==> src/rtl/bsg_cache_nb_dma_arbiter.sv <==
// bsg_cache_nb_dma_arbiter
//
// Purpose:
//   Shares a single DMA-to-wormhole port among num_caches_p non-blocking
//   cache DMA interfaces.
//   - DMA packets are arbitrated round-robin.
//   - Once a write packet is accepted, the write-data channel stays locked
//     to that cache for the full evict block.
//   - Each outgoing packet's MSHR id is extended with the cache index.
//     Returning fill data can then be steered back to the cache that
//     issued the request.
//
// Ports:
//   clk_i, reset_i          clock, synchronous active-high reset
//   c_pkt_*                 per-cache DMA packet (valid/yumi)
//   c_wdata_*               per-cache evict data (valid/yumi)
//   c_fdata_*, c_fmshr_id_o fill data broadcast to caches, one-hot valid
//   dma_pkt_*               merged packet toward the wormhole adapter
//   dma_wdata_*             merged evict data toward the wormhole adapter
//   dma_fdata_*, dma_fmshr_id_i
//                           fill data from the wormhole adapter, tagged
//                           with {cache_idx, mshr_id}

module bsg_cache_nb_dma_arbiter #(
    parameter int num_caches_p           = 2,
    parameter int addr_width_p           = 32,
    parameter int block_size_in_words_p  = 8,
    parameter int mshr_els_p             = 4,
    parameter int dma_data_width_p       = 32,
    parameter int block_size_in_bursts_p = 8,
    localparam int lg_mshr_lp    = (mshr_els_p > 1) ? $clog2(mshr_els_p) : 1,
    localparam int lg_nc_lp      = (num_caches_p > 1) ? $clog2(num_caches_p) : 1,
    localparam int lg_burst_lp   = (block_size_in_bursts_p > 1) ? $clog2(block_size_in_bursts_p) : 1,
    localparam int pkt_width_lp  = 1 + block_size_in_words_p + addr_width_p + lg_mshr_lp,
    localparam int opkt_width_lp = pkt_width_lp + lg_nc_lp
) (
    input  logic                                             clk_i,
    input  logic                                             reset_i,

    input  logic [num_caches_p-1:0][pkt_width_lp-1:0]        c_pkt_i,
    input  logic [num_caches_p-1:0]                          c_pkt_v_i,
    output logic [num_caches_p-1:0]                          c_pkt_yumi_o,

    input  logic [num_caches_p-1:0][dma_data_width_p-1:0]    c_wdata_i,
    input  logic [num_caches_p-1:0]                          c_wdata_v_i,
    output logic [num_caches_p-1:0]                          c_wdata_yumi_o,

    output logic [dma_data_width_p-1:0]                      c_fdata_o,
    output logic [lg_mshr_lp-1:0]                            c_fmshr_id_o,
    output logic [num_caches_p-1:0]                          c_fdata_v_o,
    input  logic [num_caches_p-1:0]                          c_fdata_ready_and_i,

    output logic [opkt_width_lp-1:0]                         dma_pkt_o,
    output logic                                             dma_pkt_v_o,
    input  logic                                             dma_pkt_yumi_i,

    output logic [dma_data_width_p-1:0]                      dma_wdata_o,
    output logic                                             dma_wdata_v_o,
    input  logic                                             dma_wdata_yumi_i,

    input  logic [dma_data_width_p-1:0]                      dma_fdata_i,
    input  logic [lg_nc_lp+lg_mshr_lp-1:0]                   dma_fmshr_id_i,
    input  logic                                             dma_fdata_v_i,
    output logic                                             dma_fdata_ready_and_o
);

    typedef enum logic [1:0] {
        IDLE  = 2'd0,
        LOCK  = 2'd1,
        WDATA = 2'd2
    } state_e;

    state_e                  state_q, state_d;
    logic [lg_nc_lp-1:0]     grant_q, grant_d;
    logic [lg_nc_lp-1:0]     last_q,  last_d;
    logic [lg_burst_lp-1:0]  count_q, count_d;

    logic [lg_nc_lp-1:0]     win;
    logic                    any_v;
    int                      rr_idx;
    logic [lg_nc_lp-1:0]     rr_sel;

    logic [lg_nc_lp-1:0]     sel;
    logic [pkt_width_lp-1:0] pkt_sel;
    logic                    pkt_v;
    logic                    pkt_hs;
    logic                    pkt_write;
    logic                    wdata_hs;

    logic [lg_nc_lp-1:0]     fill_k;
    logic                    fill_legal;

    // Round-robin search: start just after the last granted cache and take
    // the first valid one, wrapping around.
    always_comb begin
        win    = '0;
        any_v  = 1'b0;
        rr_idx = 0;
        rr_sel = '0;
        for (int i = 1; i <= num_caches_p; i++) begin
            rr_idx = (int'(last_q) + i) % num_caches_p;
            rr_sel = lg_nc_lp'(rr_idx);
            if (!any_v && c_pkt_v_i[rr_sel]) begin
                win   = rr_sel;
                any_v = 1'b1;
            end
        end
    end

    // Datapath muxing and handshakes.
    // In LOCK the offered packet is frozen to grant_q so that the packet
    // presented downstream cannot change under a stalled yumi.
    always_comb begin
        sel       = (state_q == IDLE) ? win : grant_q;
        pkt_sel   = c_pkt_i[sel];
        pkt_write = pkt_sel[pkt_width_lp-1];

        pkt_v = 1'b0;
        case (state_q)
            IDLE:    pkt_v = any_v;
            LOCK:    pkt_v = c_pkt_v_i[grant_q];
            default: pkt_v = 1'b0;
        endcase

        dma_pkt_v_o  = pkt_v & ~reset_i;
        pkt_hs       = dma_pkt_v_o & dma_pkt_yumi_i;
        c_pkt_yumi_o = '0;
        if (pkt_hs) begin
            c_pkt_yumi_o[sel] = 1'b1;
        end

        // Cache index sits between the address and the MSHR id.
        dma_pkt_o = {pkt_sel[pkt_width_lp-1:lg_mshr_lp], sel, pkt_sel[lg_mshr_lp-1:0]};

        dma_wdata_o    = c_wdata_i[grant_q];
        dma_wdata_v_o  = (state_q == WDATA) & c_wdata_v_i[grant_q] & ~reset_i;
        wdata_hs       = dma_wdata_v_o & dma_wdata_yumi_i;
        c_wdata_yumi_o = '0;
        if (wdata_hs) begin
            c_wdata_yumi_o[grant_q] = 1'b1;
        end
    end

    // Next-state logic for the packet/evict FSM.
    always_comb begin
        state_d = state_q;
        grant_d = grant_q;
        last_d  = last_q;
        count_d = count_q;

        case (state_q)
            IDLE: begin
                if (any_v) begin
                    grant_d = win;
                    if (pkt_hs) begin
                        last_d  = win;
                        state_d = pkt_write ? WDATA : IDLE;
                    end else begin
                        state_d = LOCK;
                    end
                end
            end
            LOCK: begin
                if (pkt_hs) begin
                    last_d  = grant_q;
                    state_d = pkt_write ? WDATA : IDLE;
                end
            end
            WDATA: begin
                if (wdata_hs) begin
                    if (count_q == lg_burst_lp'(block_size_in_bursts_p - 1)) begin
                        count_d = '0;
                        state_d = IDLE;
                    end else begin
                        count_d = count_q + 1'b1;
                    end
                end
            end
            default: state_d = IDLE;
        endcase
    end

    // State registers. The last pointer resets to the final cache so that
    // cache 0 is the first winner.
    always_ff @(posedge clk_i) begin
        if (reset_i) begin
            state_q <= IDLE;
            grant_q <= '0;
            last_q  <= lg_nc_lp'(num_caches_p - 1);
            count_q <= '0;
        end else begin
            state_q <= state_d;
            grant_q <= grant_d;
            last_q  <= last_d;
            count_q <= count_d;
        end
    end

    // Fill steering: the upper bits of the returning id name the owning cache.
    always_comb begin
        fill_k                = dma_fmshr_id_i[lg_nc_lp+lg_mshr_lp-1 -: lg_nc_lp];
        fill_legal            = (32'(fill_k) < 32'(num_caches_p));
        c_fdata_o             = dma_fdata_i;
        c_fmshr_id_o          = dma_fmshr_id_i[lg_mshr_lp-1:0];
        c_fdata_v_o           = '0;
        dma_fdata_ready_and_o = 1'b0;
        if (!reset_i && fill_legal) begin
            c_fdata_v_o[fill_k]   = dma_fdata_v_i;
            dma_fdata_ready_and_o = c_fdata_ready_and_i[fill_k];
        end
    end

    // A fill tagged with a non-existent cache index means the wormhole side
    // has corrupted the id.
    always_ff @(posedge clk_i) begin
        if (!reset_i && dma_fdata_v_i) begin
            assert (fill_legal)
                else $error("bsg_cache_nb_dma_arbiter: fill cache index %0d out of range", fill_k);
        end
    end

endmodule

==> config.mk <==
export PLATFORM = sky130hd
export DESIGN_NAME = bsg_cache_nb_dma_arbiter
export DESIGN_NICKNAME = d
export VERILOG_FILES = /design/src/rtl/bsg_cache_nb_dma_arbiter.sv
export SDC_FILE = /design/constraint.sdc
export NUM_CORES = 1
export LEC_CHECK = 0
export ABC_CLOCK_PERIOD_IN_PS = 4500
export BUFFER_PORTS_ARGS = -buffer_cell sky130_fd_sc_hd__clkbuf_2
export CORE_AREA = 2 2 122 124
export DETAILED_ROUTE_END_ITERATION = 8
export DIE_AREA = 0 0 124 126
export PLACE_DENSITY_LB_ADDON = 0.1
export SLEW_MARGIN = 5
export SYNTH_ARGS = -nofsm -noshare
export SYNTH_HDL_FRONTEND = slang
export SYNTH_SLANG_ARGS = --single-unit
==> constraint.sdc <==
create_clock -name clk_i -period 4.5 [get_ports clk_i]
set_input_delay 0 -clock clk_i [delete_from_list [all_inputs] [get_ports clk_i]]
set_output_delay 0 -clock clk_i [all_outputs]
set_load 0.05 [all_outputs]
==> results of run 1 <==
## critical path, stage by stage, from the launching register on
cell and delay (ns):
sky130_fd_sc_hd__dfxtp_2 0.57, sky130_fd_sc_hd__mux2i_4 0.73, sky130_fd_sc_hd__buf_4 0.45, sky130_fd_sc_hd__mux2_2 0.38
sky130_fd_sc_hd__clkbuf_2 0.25
## sequential cells by signal, indices dropped and copies added (netlist names)
name and count:
state_q 2, count_q 3, last_q 1, grant_q 1
## power by group through the flow
stage / clock network, mW / logic [mW] / registers, mW
5_1_grt: 0.157 / 0.572 / 0.0812
3_5_place_dp: 0 / 0.547 / 0.0809
6_report: 0.149 / 0.541 / 0.0789
3_3_place_gp: 0 / 0.547 / 0.0804
2_1_floorplan: 0 / 0.484 / 0.0687
4_1_cts: 0.153 / 0.549 / 0.0800
## cell families after synthesis
family / synth area share, %
flops: 8.99
mux: 57.5
simple gates: 6.58
buf+inv: 20.5
fa+ha+maj: 1.60
compound gates: 4.82
## stage by stage
stage / hold slack (ns) / cell area (µm²) / instances
final: 0.0000193 / 2810 / 556
after global routing: 0.0000772 / 2810 / 556
after CTS: 0.000341 / 2810 / 556
after detailed placement: 0.000341 / 2730 / 552
after global placement: 0.000341 / 2730 / 552
after floorplan: 0.145 / 1560 / 166
## worst paths after layout
kind	startpoint	end	slack, ns	cells after the start
worst max register to register	grant_q	count_q[0]	2.17	4
worst max-delay path	grant_q	dma_pkt_o[4]	1.87	4
worst min register to register	count_q[0]	count_q[0]	0.47	2
worst min-delay path	dma_fdata_i[10]	c_fdata_o[10]	0.00002	0
## cell usage in the layout (no fill, tap or decap), types with 3 or more instances in the layout
cell type	netlist	final
sky130_fd_sc_hd__mux2i_1	5	5
sky130_fd_sc_hd__mux2_1	38	38
sky130_fd_sc_hd__clkbuf_2	0	246
sky130_fd_sc_hd__dfxtp_1	7	6
sky130_fd_sc_hd__clkbuf_16	0	3
sky130_fd_sc_hd__a21oi_1	3	3
sky130_fd_sc_hd__mux2_2	36	36
sky130_fd_sc_hd__nor2_1	9	9
## routing by layer
| layer | track usage, % | up-vias | part of all wire, % |
|---|---|---|---|
| li1 | - | 979 | - |
| met1 | 7.75 | 879 | 32 |
| met2 | 16.0 | 120 | 56 |
| met3 | 1.90 | 18 | 10 |
| met4 | 1.72 | 0 | 1.8 |
| met5 | 0 | - | 0 |
## Yosys cell counts, types with 2 or more instances
library cell / instances
sky130_fd_sc_hd__a21boi_1: 2
sky130_fd_sc_hd__a21oi_1: 3
sky130_fd_sc_hd__buf_1: 3
sky130_fd_sc_hd__buf_2: 6
sky130_fd_sc_hd__buf_4: 35
sky130_fd_sc_hd__dfxtp_1: 7
sky130_fd_sc_hd__ha_1: 2
sky130_fd_sc_hd__inv_1: 2
sky130_fd_sc_hd__mux2_1: 38
sky130_fd_sc_hd__mux2_2: 36
sky130_fd_sc_hd__mux2i_1: 5
sky130_fd_sc_hd__nor2_1: 9
sky130_fd_sc_hd__or3_1: 2
## final cells by class
type / count / area (µm²)
fillers: 1637 / 11500
repair buffers: 247 / 1240
multi-input cells: 111 / 1110
well taps: 184 / 230
flip-flops and latches: 7 / 141
clock buffers: 4 / 78.8
inverters: 3 / 11.3
==> impl_metrics.toml, run 1 <==
[outcome]
status = "complete, no violations"

[cts]
tritoncts = "done"
cts_repair_resize_count = 0
cts_setup_buffers = 0
cts_max_path_buffers = 2
root_buffer = "sky130_fd_sc_hd__clkbuf_16"
cts-buffers-inserted = 3
clock_tree.htree_level_count = 1
cts_num_sinks = 7
clock_slew_at_reported_path_ffs_ns = 0.03
post_cts_hold_buffer_count = 0
clock_insertion_delay_worst_skew_ns = 0.23

[layout]
final_nets = 571
layout-drive-gt1-share_pct = 77.7
antennaDiodeCount = 0
synthToLayoutAreaGrowth_pct = 80.2
post-route-util_pct = 19.6

[critical_path]
cp_data_required_time_ns = 4.50
setup.worst_path.start_class = "flop"
arrival_ns = 2.63
critPathMaxFanout = 38
critPathKind = "flop to primary output"
sort_of_element_at_the_end_of_the_critical_path = "primary output"

[floorplan]
die-height_um = 126
row_count = 44
design.portCount = 315
die-width_um = 124
area_of_the_die_mm2 = 0.0156
initial_utilization_pct = 10.9
coreArea_mm2 = 0.0143

[timing]
tightest_slew_ns = 0.911
slew_viol_final = 0
final-hold-violation-count = 0
fmax_ghz = 0.380
setup-violations-final = 0
grt_setup_unrepaired = "no"
timing.final.crit_share_pct = 58.4
finalClockSkew_ns = 0.00299
setup_tns_after_final_layout_ns = 0
fin_crit_ns = 2.63
relSlewSlack_pct = 39.3
layout_setup_ws_ns = 1.87

[power_and_ir_drop]
irDropWorstVdd_v = 0.000195
power.density_cell_area_mw_per_mm2 = 274
clkPwrFrac_pct = 19.4
comb_power_share_pct = 70.3
p_switching_mw = 0.417
power_mw = 0.769
internal_power_contribution_mw = 0.352
static-leakage-power_nw = 1.56
share_seq_of_total_power_pct = 10.3
swShare_pct = 54.2

[yosys]
ys_seq_area_share_pct = 8.99
count_of_flip_flops_with_a_built_in_enable_after_synthesis = 0
synthFlopType = "sky130_fd_sc_hd__dfxtp_1"
synth_cells = 166
netlist.area_leader.share_pct = 27.4
ys.warnings.count = 0
synth.area.top_cells = "sky130_fd_sc_hd__mux2_1 (27%), sky130_fd_sc_hd__mux2_2 (26%), sky130_fd_sc_hd__buf_4 (17%)"
synth_area_leader_cell = "sky130_fd_sc_hd__mux2_1"
synthesized_netlist_net_count = 364
synthesis.area_per_instance_um2 = 9.39
synthesized_flop_and_latch_total = 7
synth_async_sr_flop_share_pct = 0
mappedNetlistArea_mm2 = 0.00156
post_synth_num_cell_types = 29

[detailed_routing]
num_vias = 1996
routed_via_density = 3.59
final_antenna_net_count = 0
route.final.wire_length_um = 7020
first_pass_iters = 2
detail_route.iter0.violations = 51
drcViolationCount = 0
dr_wl_cell_um = 12.6

[global_routing]
track_usage_pct = 7.86
globalRouteOverflowTotal = 0
grt_max_degree = 39
first_global_vias = 1851
first_pass_grt_wire_length_um = 9590
antenna_found_initial = 0

[placed_design]
post-place-ws_ns = 1.98
routabilityCongestion = 0.743
number_of_port_buffers = 246
place_hpwl_um = 6350

[job]
max-cap-violations = 0

[min_path]
timing.hold.worst.class = "input pin to primary output"
Note: power is estimated with default switching activity, not from simulation.
==> run 2, diff against run 1 <==
--- a/config.mk
+++ b/config.mk
@@ -5,11 +5,12 @@
 export SDC_FILE = /design/constraint.sdc
 export NUM_CORES = 1
 export LEC_CHECK = 0
-export ABC_CLOCK_PERIOD_IN_PS = 4500
+export ABC_AREA = 1
+export ABC_CLOCK_PERIOD_IN_PS = 2550
 export BUFFER_PORTS_ARGS = -buffer_cell sky130_fd_sc_hd__clkbuf_2
-export CORE_AREA = 2 2 122 124
+export CORE_AREA = 2 2 121 123
 export DETAILED_ROUTE_END_ITERATION = 8
-export DIE_AREA = 0 0 124 126
+export DIE_AREA = 0 0 123 125
 export PLACE_DENSITY_LB_ADDON = 0.1
 export SLEW_MARGIN = 5
 export SYNTH_ARGS = -nofsm -noshare
==> constraint.sdc (replaced) <==
create_clock -name clk_i -period 2.55 [get_ports clk_i]
set_input_delay 0 -clock clk_i [delete_from_list [all_inputs] [get_ports clk_i]]
set_output_delay 0 -clock clk_i [all_outputs]
set_load 0.05 [all_outputs]
==> impl_metrics.toml, run 2 <==
[timing]
layout_setup_ws_ns = 0.666
slew_viol_final = 0
final-hold-violation-count = 0
fmax_ghz = 0.531
timing.final.crit_share_pct = 73.9
grt_setup_unrepaired = "no"
fin_crit_ns = 1.88
setup_tns_after_final_layout_ns = 0
relSlewSlack_pct = 71.5
setup-violations-final = 0
tightest_slew_ns = 0.428
finalClockSkew_ns = 0.00255

[layout]
largest_register_ffs = 3
layout.cells.most_common_list = "sky130_fd_sc_hd__nand2_1 (247), sky130_fd_sc_hd__clkbuf_2 (236), sky130_fd_sc_hd__buf_12 (10)"
regMostFlops = "count_q"
layout.cells.most_common = "sky130_fd_sc_hd__nand2_1"
sequential_cell_area_um2 = 140
synthToLayoutAreaGrowth_pct = 77.1
nFillCells = 1684
layout-drive-gt1-share_pct = 48.1
layout_top_registers = "count_q (3), state_q (2)"
multiInputGateArea_mm2 = 0.00117
antennaDiodeCount = 0
final_nets = 756

[yosys]
mappedNetlistArea_mm2 = 0.00174
ys_top_cells_by_count = "sky130_fd_sc_hd__nand2_1 (247), sky130_fd_sc_hd__buf_4 (39), sky130_fd_sc_hd__inv_1 (9)"
synth.area.top_cells = "sky130_fd_sc_hd__nand2_1 (53%), sky130_fd_sc_hd__buf_4 (17%), sky130_fd_sc_hd__dfxtp_1 (8.1%)"
synthesis.area_per_instance_um2 = 4.89
synthFlopType = "sky130_fd_sc_hd__dfxtp_1"
ys.warnings.count = 0
synth_async_sr_flop_share_pct = 0
synth_cells = 355
synthesized_flop_and_latch_total = 7
share_of_synthesized_area_spent_on_multiplexers_pct = 0
synth_area_leader_cell = "sky130_fd_sc_hd__nand2_1"
post_synth_adder_cell_area_pct = 1.44
synth.most_common_cell = "sky130_fd_sc_hd__nand2_1"
ys_seq_area_share_pct = 8.07
synth-compound-area-share_pct = 2.16
netlist.area_leader.share_pct = 53.4
synth_xor_xnor_area_share_pct = 0
synth_top_family_by_area = "simple AND/OR/NAND/NOR gates"
post_synth_num_cell_types = 22
synth_simple_gate_area_share_pct = 63.7
count_of_flip_flops_with_a_built_in_enable_after_synthesis = 0
synthesized_netlist_net_count = 553

[outcome]
status = "complete, no violations"

[detailed_routing]
num_vias = 2703
dr_wl_cell_um = 10.5
routed_via_density = 3.65
drcViolationCount = 0
route.final.wire_length_um = 7800
final_antenna_net_count = 0
first_pass_iters = 4
detail_route.iter0.violations = 81

[floorplan]
design.portCount = 315
row_count = 44
die-width_um = 123
area_of_the_die_mm2 = 0.0154
coreArea_mm2 = 0.0142
die-height_um = 125
initial_utilization_pct = 12.2

[global_routing]
antenna_found_initial = 1
first_global_vias = 2599
grt_max_degree = 45
first_pass_grt_wire_length_um = 11900
globalRouteOverflowTotal = 0
track_usage_pct = 9.33

[power_and_ir_drop]
power.density_cell_area_mw_per_mm2 = 667
internal_power_contribution_mw = 0.771
static-leakage-power_nw = 2.03
clkPwrFrac_pct = 13.2
share_seq_of_total_power_pct = 6.0
irDropWorstVdd_v = 0.000243
p_switching_mw = 1.28
comb_power_share_pct = 80.8
swShare_pct = 62.4

[min_path]
hold_path_depth = 0
timing.hold.worst.class = "input pin to primary output"
timing.hold.worst.start = "dma_fdata_i[2]"
hold_path_end = "c_fdata_o[2]"

[critical_path]
cp_data_required_time_ns = 2.55
regToRegStartpoint = "grant_q"
setup.worst_path.start_class = "flop"
timing.critical_path.slowest_stage_cell = "sky130_fd_sc_hd__inv_4"
sort_of_element_at_the_end_of_the_critical_path = "primary output"
reg2reg_to = "state_q[1]"
ff2ff_setup_slack_ns = 1.03
worst_path_largest_cell_delay_ns = 0.40
arrival_ns = 1.88
timing.critical_path.cells = "inv_1 > nand2_1 > nand2_1 > nand2_4 > inv_4 > nand2_1 > nand2_1 > clkbuf_2"
critPathMaxFanout = 44
worst_path_dominant_cell_family = "buffers and inverters"
critPathKind = "flop to primary output"
crit_buf_inv = 3
worst_r2r_path_depth = 8
worst_path_most_repeated_cell = "sky130_fd_sc_hd__nand2_1"

[cts]
root_buffer = "sky130_fd_sc_hd__clkbuf_16"
cts_max_path_buffers = 2
cts-buffers-inserted = 3
post_cts_hold_buffer_count = 0
cts_num_sinks = 7
tritoncts = "done"
clock_tree.htree_level_count = 1
clock_slew_at_reported_path_ffs_ns = 0.04
cts_repair_resize_count = 0
cts_setup_buffers = 0
clock_insertion_delay_worst_skew_ns = 0.23

[placed_design]
number_of_port_buffers = 246
routabilityCongestion = 0.762
place_hpwl_um = 6720
post-place-ws_ns = 0.859

[job]
max-cap-violations = 0
==> run 2: cell count changes in the layout (fill, tap and decap cells not counted), moves of 7 or more <==
cell,before,now
sky130_fd_sc_hd__mux2_2,36,0
sky130_fd_sc_hd__inv_1,2,9
sky130_fd_sc_hd__buf_12,0,10
sky130_fd_sc_hd__mux2_1,38,0
sky130_fd_sc_hd__clkbuf_2,246,236
sky130_fd_sc_hd__nand2_1,1,247
==> run 2: worst max path at each step <==
stage	from	end	slack (ns)	cells after the start
2_1_floorplan	grant_q	c_wdata_yumi_o[0]	1.14	5
3_3_place_gp	state_q[0]	dma_pkt_o[13]	0.88	8
3_5_place_dp	state_q[0]	dma_pkt_o[34]	0.86	8
4_1_cts	state_q[0]	dma_pkt_o[26]	0.61	8
5_1_grt	state_q[0]	dma_pkt_o[3]	0.45	8
6_report	state_q[0]	dma_pkt_o[1]	0.67	8
==> run 2: kinds of logic (layout without fill, tap and decap cells) <==
family	after synthesis	in the layout
and+or+nand+nor	275	275
buffers and inverters	64	266
AOI/OAI and AO/OA	7	7
DFF	7	7
adders and majority gates	2	2
==> run 2: power groups by stage <==
| stage | registers, mW | logic (mW) | clock network (mW) |
|---|---|---|---|
| floorplan | 0.123 | 1.34 | 0 |
| global placement | 0.125 | 1.69 | 0 |
| detailed placement | 0.125 | 1.68 | 0 |
| CTS | 0.123 | 1.68 | 0.277 |
| global route | 0.123 | 1.78 | 0.283 |
| finish | 0.123 | 1.66 | 0.270 |
==> run 2: metrics by stage <==
| stage | hold slack, ns | utilization (%) | std cells | power [mW] | instance area, µm² |
|---|---|---|---|---|---|
| final | 0.0000193 | 21.6 | 741 | 2.05 | 3070 |
| after global routing | 0.0000718 | 21.6 | 741 | 2.18 | 3070 |
| after CTS | 0.000341 | 21.6 | 741 | 2.08 | 3070 |
| after detailed placement | 0.000341 | 21.1 | 737 | 1.81 | 2990 |
| after global placement | 0.000341 | 21.1 | 737 | 1.81 | 2990 |
| after floorplan | 0.0647 | - | 355 | 1.46 | 1740 |
==> run 2: area by class of cell <==
class                           count  share of cell area, %
Multi-Input combinational cell    284                   38.0
Sequential cell                     7                   4.56
Timing Repair Buffer              249                   45.7
Clock inverter                      1                  0.163
Tap cell                          184                   7.49
Clock buffer                        3                   2.44
Inverter                           13                   1.67
==> run 2: layer usage <==
layer,track usage [%],up-vias,wire [µm]
met3,2.74,12,669
met1,9.58,1134,2830
met2,18.5,127,4170
met4,1.54,2,110
met5,0,-,13
li1,-,1428,-
==> run 3, diff against run 2 <==
--- a/config.mk
+++ b/config.mk
@@ -6,7 +6,7 @@
 export NUM_CORES = 1
 export LEC_CHECK = 0
 export ABC_AREA = 1
-export ABC_CLOCK_PERIOD_IN_PS = 2550
+export ABC_CLOCK_PERIOD_IN_PS = 1900
 export BUFFER_PORTS_ARGS = -buffer_cell sky130_fd_sc_hd__clkbuf_2
 export CORE_AREA = 2 2 121 123
 export DETAILED_ROUTE_END_ITERATION = 8
==> constraint.sdc (replaced) <==
create_clock -name clk_i -period 1.9 [get_ports clk_i]
set_input_delay 0 -clock clk_i [delete_from_list [all_inputs] [get_ports clk_i]]
set_output_delay 0 -clock clk_i [all_outputs]
set_load 0.05 [all_outputs]
==> impl_metrics.toml, run 3 (synthesized netlist as in run 2, its figures left out) <==
[detailed_routing]
first_pass_iters = 6
dr_wl_cell_um = 10.7
final_antenna_net_count = 0
detail_route.iter0.violations = 62
routed_via_density = 3.65
num_vias = 2715
route.final.wire_length_um = 7950
drcViolationCount = 0

[global_routing]
first_pass_grt_wire_length_um = 12100
track_usage_pct = 9.60
antenna_found_initial = 1
grt_max_degree = 45
first_global_vias = 2612
globalRouteOverflowTotal = 0

[cts]
cts-buffers-inserted = 3
clock_tree.htree_level_count = 1
root_buffer = "sky130_fd_sc_hd__clkbuf_16"
clock_insertion_delay_worst_skew_ns = 0.23
post_cts_hold_buffer_count = 0
clock_slew_at_reported_path_ffs_ns = 0.04
cts_num_sinks = 7
tritoncts = "done"
cts_max_path_buffers = 2

[critical_path]
critPathMaxFanout = 37
critPathKind = "flop to primary output"
cp_data_required_time_ns = 1.90
setup.worst_path.start_class = "flop"
sort_of_element_at_the_end_of_the_critical_path = "primary output"
arrival_ns = 1.75

[layout]
layout-drive-gt1-share_pct = 48.2
regMostFlops = "count_q"
antennaDiodeCount = 0
layout_top_registers = "count_q (3), state_q (2)"
final-instance-count-excl-fill = 744
largest_register_ffs = 3
synthToLayoutAreaGrowth_pct = 78.7
final_nets = 759
nFillCells = 1695
layout.cells.most_common = "sky130_fd_sc_hd__nand2_1"
layout.cells.most_common_list = "sky130_fd_sc_hd__nand2_1 (247), sky130_fd_sc_hd__clkbuf_2 (234), sky130_fd_sc_hd__buf_12 (10)"

[placed_design]
routabilityCongestion = 0.759
place_hpwl_um = 6800
number_of_port_buffers = 246
placedCellCount = 738

[floorplan]
area_of_the_die_mm2 = 0.0154
die-width_um = 123
initial_utilization_pct = 12.2
row_count = 44
design.portCount = 315
die-height_um = 125
coreArea_mm2 = 0.0142

[outcome]
status = "complete, no violations"

[power_and_ir_drop]
irDropWorstVdd_v = 0.000405
power.density_cell_area_mw_per_mm2 = 900
static-leakage-power_nw = 2.05

[timing]
final-hold-violation-count = 0
tightest_slew_ns = 0.375
timing.final.crit_share_pct = 92.1
fin_crit_ns = 1.75
relSlewSlack_pct = 75.0
slew_viol_final = 0
setup_tns_after_final_layout_ns = 0
grt_setup_unrepaired = "no"
finalClockSkew_ns = 0.000833
fmax_ghz = 0.571
setup-violations-final = 0

[min_path]
timing.hold.worst.class = "input pin to primary output"

[job]
max-cap-violations = 0
==> run 3: power by group <==
part           switching, mW  internal, mW  total [mW]
Combinational           1.64         0.625        2.26
Clock                 0.0853         0.280       0.365
Sequential           0.00733         0.158       0.165
Total                   1.73          1.06        2.79
==> run 3: cell type report <==
cell class | count | area (µm²) | area share, %
Timing Repair Buffer | 252 | 1430 | 46.1
Sequential cell | 7 | 140 | 4.52
Clock buffer | 4 | 78.8 | 2.54
Multi-Input combinational cell | 284 | 1170 | 37.7
Tap cell | 184 | 230 | 7.42
Inverter | 13 | 53.8 | 1.73
==> run 3: per-layer routing <==
metal / vias to the layer above / track usage, % / wire (µm)
li1: 1436 / - / -
met4: 2 / 1.80 / 98
met3: 14 / 2.97 / 753
met2: 133 / 18.5 / 4250
met1: 1130 / 10.1 / 2830
met5: - / 0 / 13
==> run 3: what timing repair did <==
action                     in CTS  in global routing
buffers inserted                0                  2
setup endpoints to repair       0                 35
resized for setup               0                  4
==> run 3: worst max-delay path: stages, from the launching register on <==
cell                       delay, ns
sky130_fd_sc_hd__dfxtp_1        0.33
sky130_fd_sc_hd__buf_4          0.36
sky130_fd_sc_hd__nand2_1        0.11
sky130_fd_sc_hd__nand2_2        0.11
sky130_fd_sc_hd__nand4_2        0.17
sky130_fd_sc_hd__nor2_1         0.14
sky130_fd_sc_hd__clkbuf_2       0.29
==> run 3: final timing paths <==
path	from	to	slack, ns	cells after the start
hold reg to reg	last_q	last_q	0.47	2
hold / removal	dma_fdata_i[27]	c_fdata_o[27]	0.00002	0
setup / recovery	grant_q	c_wdata_yumi_o[0]	0.15	6
setup reg to reg	grant_q	state_q[1]	0.40	8
==> run 3: through the flow <==
stage / power, mW / instance area, µm² / setup slack (ns) / utilization (%) / hold slack (ns)
floorplan: 1.96 / 1740 / 0.495 / - / 0.0647
global placement: 2.44 / 3000 / 0.316 / 21.1 / 0.000341
detailed placement: 2.43 / 3000 / 0.299 / 21.1 / 0.000341
CTS: 2.81 / 3080 / 0.0432 / 21.7 / 0.000341
global route: 2.97 / 3100 / 0.00815 / 21.8 / 0.0000718
finish: 2.79 / 3100 / 0.150 / 21.8 / 0.0000193
